==> src/rtl/mem_arbiter.sv <==
// rtl/mem_arbiter.sv - two-client (ifetch, load/store) arbiter in front of the byte-serial memory controller
// Build option MEM_ARB_RR_EN: round-robin grant on contention; undefined gives load/store fixed priority.
module mem_arbiter (
  input  logic        clk_in,
  input  logic        rst_in,
  input  logic        rdy_in,
  input  logic        clear_in,
  input  logic        if_valid,
  input  logic [31:0] if_addr,
  output logic        if_done,
  output logic [31:0] if_data,
  input  logic        ls_valid,
  input  logic        ls_wr,
  input  logic [2:0]  ls_len,
  input  logic [31:0] ls_addr,
  input  logic [31:0] ls_value,
  output logic        ls_done,
  output logic [31:0] ls_data,
  output logic        mc_wating,
  output logic        mc_wr,
  output logic [2:0]  mc_len,
  output logic [31:0] mc_addr,
  output logic [31:0] mc_value,
  input  logic        mc_ready,
  input  logic [31:0] mc_result
);

  typedef enum logic [1:0] {IDLE, BUSY_IF, BUSY_LS, DRAIN} state_t;

  state_t      state, state_next;
  logic        if_done_next, ls_done_next, mc_wating_next, mc_wr_next;
  logic [2:0]  mc_len_next;
  logic [31:0] if_data_next, ls_data_next, mc_addr_next, mc_value_next;
  logic        if_elig, ls_elig, grant_ls, grant_if;

`ifdef MEM_ARB_RR_EN
  logic last_ls, last_ls_next;
`endif

  // A client still showing its done pulse has not had a chance to drop valid yet
  assign if_elig = if_valid && !if_done && !clear_in;
  assign ls_elig = ls_valid && !ls_done;
`ifdef MEM_ARB_RR_EN
  assign grant_ls = ls_elig && (!if_elig || !last_ls);
`else
  assign grant_ls = ls_elig;
`endif
  assign grant_if = if_elig && !grant_ls;

  always_comb begin
    state_next     = state;
    if_done_next   = 1'b0;
    ls_done_next   = 1'b0;
    if_data_next   = if_data;
    ls_data_next   = ls_data;
    mc_wating_next = mc_wating;
    mc_wr_next     = mc_wr;
    mc_len_next    = mc_len;
    mc_addr_next   = mc_addr;
    mc_value_next  = mc_value;
`ifdef MEM_ARB_RR_EN
    last_ls_next   = last_ls;
`endif
    case (state)
      IDLE: begin
        if (grant_ls) begin
          mc_wating_next = 1'b1;
          mc_wr_next     = ls_wr;
          mc_len_next    = ls_len;
          mc_addr_next   = ls_addr;
          mc_value_next  = ls_value;
          state_next     = BUSY_LS;
`ifdef MEM_ARB_RR_EN
          last_ls_next   = 1'b1;
`endif
        end else if (grant_if) begin
          mc_wating_next = 1'b1;
          mc_wr_next     = 1'b0;
          mc_len_next    = 3'b010;
          mc_addr_next   = if_addr;
          mc_value_next  = 32'h0;
          state_next     = BUSY_IF;
`ifdef MEM_ARB_RR_EN
          last_ls_next   = 1'b0;
`endif
        end
      end
      BUSY_IF: begin
        if (mc_ready) begin
          mc_wating_next = 1'b0;
          state_next     = IDLE;
          if (!clear_in) begin
            if_done_next = 1'b1;
            if_data_next = mc_result;
          end
        end else if (clear_in) begin
          state_next = DRAIN;
        end
      end
      BUSY_LS: begin
        if (mc_ready) begin
          mc_wating_next = 1'b0;
          ls_done_next   = 1'b1;
          ls_data_next   = mc_wr ? 32'h0 : mc_result;
          state_next     = IDLE;
        end
      end
      DRAIN: begin
        // Controller cannot abort, so wait out the flushed fetch and drop its result
        if (mc_ready) begin
          mc_wating_next = 1'b0;
          state_next     = IDLE;
        end
      end
      default: state_next = IDLE;
    endcase
  end

  always_ff @(posedge clk_in) begin
    if (!rst_in) begin
      state     <= IDLE;
      if_done   <= 1'b0;
      ls_done   <= 1'b0;
      if_data   <= 32'h0;
      ls_data   <= 32'h0;
      mc_wating <= 1'b0;
      mc_wr     <= 1'b0;
      mc_len    <= 3'b000;
      mc_addr   <= 32'h0;
      mc_value  <= 32'h0;
`ifdef MEM_ARB_RR_EN
      last_ls   <= 1'b1;
`endif
    end else if (rdy_in) begin
      state     <= state_next;
      if_done   <= if_done_next;
      ls_done   <= ls_done_next;
      if_data   <= if_data_next;
      ls_data   <= ls_data_next;
      mc_wating <= mc_wating_next;
      mc_wr     <= mc_wr_next;
      mc_len    <= mc_len_next;
      mc_addr   <= mc_addr_next;
      mc_value  <= mc_value_next;
`ifdef MEM_ARB_RR_EN
      last_ls   <= last_ls_next;
`endif
    end
  end

endmodule

==> config.mk <==
export PLATFORM = sky130hd
export DESIGN_NAME = mem_arbiter
export DESIGN_NICKNAME = d
export VERILOG_FILES = /design/src/rtl/mem_arbiter.sv
export SDC_FILE = /design/constraint.sdc
export NUM_CORES = 1
export LEC_CHECK = 0
export ABC_AREA = 0
export CAP_MARGIN = 20
export CORE_UTILIZATION = 30
export CTS_BUF_LIST = sky130_fd_sc_hd__clkbuf_8
export DETAILED_ROUTE_END_ITERATION = 10
export DONT_BUFFER_PORTS = 1
export PLACE_DENSITY = 0.42
export RECOVER_POWER = 100
export SLEW_MARGIN = 20
export SYNTH_ARGS = -nofsm -noshare
export SYNTH_HDL_FRONTEND = slang
export SYNTH_SLANG_ARGS = --single-unit
==> constraint.sdc <==
create_clock -name clk_in -period 4.25 [get_ports clk_in]
set_clock_uncertainty 0.2 [all_clocks]
set_input_delay 0.85 -clock clk_in [delete_from_list [all_inputs] [get_ports clk_in]]
set_output_delay 0.85 -clock clk_in [all_outputs]
set_load 0.02 [all_outputs]
==> tab_implementation.tex <==
\begin{tabular}{lr}
\hline
Metric & Value \\
\hline
\multicolumn{2}{l}{\textbf{STA}} \\
Final Hold Vio Count & 0 \\
Post-route setup TNS & 0 ps \\
Unrepaired setup endpoints after global routing & false \\
Portion of the clock cycle consumed by the worst path in the final layout & 75.6\% \\
Relative max-transition margin & -14.3\% \\
Achievable Freq & around 0.31 GHz \\
Max-slew violation count & roughly 100 \\
Actual slew at the worst max-slew pin & 1720 ps \\
Period minus WS final & roughly 3200 ps \\
Setup Viol. Count Final & 0 \\
\multicolumn{2}{l}{\textbf{Yosys}} \\
Cell Area, Synth & approximately 5400 sq um \\
Post-synthesis mux area share & 0\% \\
Net count of the mapped netlist & 792 \\
Adder-Cell Fraction of Synth Area & 0\% \\
Avg Inst Size Synth & 8.30 sq um \\
Post-synth cell types & 30 \\
Share of Yosys cell area claimed by the top area cell type & 50.6\% \\
Compound-gate portion of the synthesized area & between 20\% and 30\% \\
Warnings, synthesis & 0 \\
Register bit count reported by yosys & between 100 and 150 \\
Sequential fraction of the synthesis area & 50.6\% \\
Post-synth top area cell & sky130\_fd\_sc\_hd\_\_dfxtp\_1 \\
Fraction of the mapped netlist area in simple logic gates & between 20\% and 30\% \\
Xor-xnor portion of the synthesized cell area & 0\% \\
Main combinational cell family by area after synthesis & compound AO/OA/AOI/OAI gates \\
Number of instances in the synthesized netlist & 653 \\
Largest cells by area after synthesis & sky130\_fd\_sc\_hd\_\_dfxtp\_1 (51\%), sky130\_fd\_sc\_hd\_\_nand2\_1 (14\%), sky130\_fd\_sc\_hd\_\_a21boi\_1 (8.3\%) \\
\multicolumn{2}{l}{\textbf{GRT}} \\
Sum of overflow across all layers after global routing & 0 \\
Wire length of the first global-routing pass & 24.2 mm \\
Overall track demand over capacity in global routing & 17.2\% \\
Pin count of the biggest net entering global routing & 174 \\
Antenna violations before repair & 0 \\
Via count of the first global-routing pass & 4,333 \\
\multicolumn{2}{l}{\textbf{Finish}} \\
Synthesis-to-layout area growth & 8.54\% \\
Ratio of cells with drive above 1 in the final layout & 6.78\% \\
Most common library cell in the layout ignoring fill and taps & sky130\_fd\_sc\_hd\_\_nand2\_1 \\
Nets@finish & 760 \\
Commonest cells after routing, fill and taps aside & sky130\_fd\_sc\_hd\_\_nand2\_1 (200), sky130\_fd\_sc\_hd\_\_dfxtp\_1 (137), sky130\_fd\_sc\_hd\_\_o21ai\_0 (65) \\
Count of antenna diodes in the layout & 0 \\
Layout Utilization & 33.7\% \\
\multicolumn{2}{l}{\textbf{Placement}} \\
Total half-perimeter wirelength after legalization and detailed placement & 10.6 mm \\
IO Port Bufs & 0 \\
Gp weighted congestion & 0.732 \\
\multicolumn{2}{l}{\textbf{Worst hold path}} \\
Worst Hold Class & reg2reg \\
\multicolumn{2}{l}{\textbf{Die}} \\
Row count & 48 \\
Starting Density & 31.0\% \\
Die boundary height & 136 microns \\
I/O pin total & 274 \\
Width of the die & 136 microns \\
Area inside the core boundary & 17,500 sq um \\
Die ar. & 18,600 sq um \\
\multicolumn{2}{l}{\textbf{CTS}} \\
Number of clock sinks & between 100 and 150 \\
Hold buffer count at CTS & 0 \\
Worst-case clock buffer depth & 2 \\
TritonCTS clock tree & done \\
Htree depth & 4 \\
Clock latency on the worst-skew pair & 430 ps \\
Clock slew at the register clock pins of the worst setup and hold paths & 80 ps \\
Setup bufs post-CTS & 0 \\
Buffer cell driving the clock tree root & sky130\_fd\_sc\_hd\_\_clkbuf\_8 \\
Number of buffers created by CTS & 17 \\
Resize count post-CTS & 0 \\
\multicolumn{2}{l}{\textbf{Routing}} \\
Total wire length & 16.4 mm \\
Remaining antenna violation count & 0 \\
Violation count after the first detailed-route iteration & 198 \\
Total DRC errors in the routed layout & 0 \\
Via-per-instance ratio & 5.27 \\
Number of vias after detailed routing & 4,524 \\
Number of optimization iterations in the first detailed-route pass & 4 \\
Per-cell routed wire length & 19.1 microns \\
\multicolumn{2}{l}{\textbf{Critical path}} \\
Largest stage delay, worst path & 1120 ps \\
Startpoint class of the critical path & register \\
Max FO, Critical Path & 56 \\
Worst path slowest cell & sky130\_fd\_sc\_hd\_\_clkbuf\_1 \\
Data required time of the worst path & 4400 ps \\
Crit end category & register \\
Worst Path Arrival & 3360 ps \\
Crit Path Category & reg2reg \\
Crit path cell chain & nor3b\_1, clkbuf\_1, a21boi\_4, buf\_12, o21ai\_0, a31oi\_1 \\
\multicolumn{2}{l}{\textbf{Outcome}} \\
Outcome & finished, violations left \\
Failing checks & max-capacitance violations, max-slew violations \\
\multicolumn{2}{l}{\textbf{Pwr}} \\
Final Total Pwr & about 2.6 mW \\
Static leakage power & 1.92 nW \\
Maximum resistive drop on vdd & 0.153 mV \\
Power density of the placed cells & 437 nW/um\^{}2 \\
\multicolumn{2}{l}{\textbf{Run}} \\
Max Cap Viol & 3 \\
\hline
\end{tabular}
[final timing paths]
| path | startpoint | endpoint | slack [ps] | cells after the start |
|---|---|---|---|---|
| setup reg to reg | state[0] | mc_addr[5] | 1040 | 6 |
| setup / recovery | state[0] | mc_addr[5] | 1040 | 6 |
| hold reg to reg | mc_wr | mc_wr | 270 | 2 |
| hold / removal | mc_wr | mc_wr | 270 | 2 |
[per-layer routing]
| metal | part of all wire [%] | GRT usage (%) |
|---|---|---|
| met3 | 10 | 8.17 |
| met5 | 0 | 0 |
| met1 | 40 | 19.3 |
| met4 | 1.6 | 5.80 |
| met2 | 49 | 28.3 |
[area by class of cell]
cell class              instances  area (sq um)
clock inverters                14           100
well taps                     225           282
inverters                       2          7.51
multi-input cells             453          2430
repair buffers                 10          72.6
flip-flops and latches        137          2740
fillers                      1842         11600
clock buffers                  18           248
[worst max-delay path, delay by kind of cell, from the launching register on]
kind,cells,cell delay [ps]
flip-flops,1,420
buffers and inverters,2,1410
AO/OA/AOI/OAI,3,820
AND/OR/NAND/NOR,1,240
[cells by family (layout without fill, tap and decap cells)]
| kind of cell | count (synthesis) | after routing |
|---|---|---|
| AOI/OAI and AO/OA | 208 | 208 |
| DFF | 137 | 137 |
| and+or+nand+nor | 245 | 245 |
| buffers and inverters | 63 | 44 |
[power by group]
part	internal [mW]	switching [mW]
clock network	0.418	0.538
registers	1.34	0.106
logic	0.0678	0.103
total	1.82	0.746
[registers in the layout, summed over array words and instances (netlist names)]
signal	count
mc_wating	1
state	2
mc_value	32
mc_wr	1
if_done	1
mc_addr	32
mc_len	3
ls_data	32
ls_done	1
if_data	32
[stage by stage]
stage | instance area, sq um | hold WS, ps | setup slack, ps | instances
3_5_place_dp | 5560 | 258 | 1150 | 827
2_1_floorplan | 5420 | 329 | 1980 | 653
6_report | 5880 | 269 | 1040 | 859
4_1_cts | 5910 | 273 | 1560 | 859
3_3_place_gp | 5560 | 257 | 1230 | 827
5_1_grt | 5880 | 305 | 754 | 859
[cells in the mapped netlist]
cell,count
sky130_fd_sc_hd__nor3b_2,1
sky130_fd_sc_hd__inv_2,1
sky130_fd_sc_hd__a31oi_1,32
sky130_fd_sc_hd__o21ai_0,35
sky130_fd_sc_hd__nand2b_1,3
sky130_fd_sc_hd__nand3b_1,32
sky130_fd_sc_hd__a21boi_4,1
sky130_fd_sc_hd__buf_4,1
sky130_fd_sc_hd__o21ai_1,32
sky130_fd_sc_hd__inv_1,1
sky130_fd_sc_hd__nor4b_2,1
sky130_fd_sc_hd__nor2b_1,1
sky130_fd_sc_hd__o31ai_1,1
sky130_fd_sc_hd__a21oi_1,1
sky130_fd_sc_hd__or3_1,1
sky130_fd_sc_hd__or3b_1,1
sky130_fd_sc_hd__dfxtp_1,137
sky130_fd_sc_hd__a21boi_1,60
sky130_fd_sc_hd__o221a_2,1
sky130_fd_sc_hd__or4b_1,1
sky130_fd_sc_hd__buf_2,15
sky130_fd_sc_hd__nor3_2,1
sky130_fd_sc_hd__a21boi_0,7
sky130_fd_sc_hd__nand2_1,200
sky130_fd_sc_hd__o221a_1,1
sky130_fd_sc_hd__o21a_1,2
sky130_fd_sc_hd__o22ai_1,35
sky130_fd_sc_hd__nor2_1,2
sky130_fd_sc_hd__and3_1,1
sky130_fd_sc_hd__clkbuf_1,45
(Power assumes the default switching activity.)
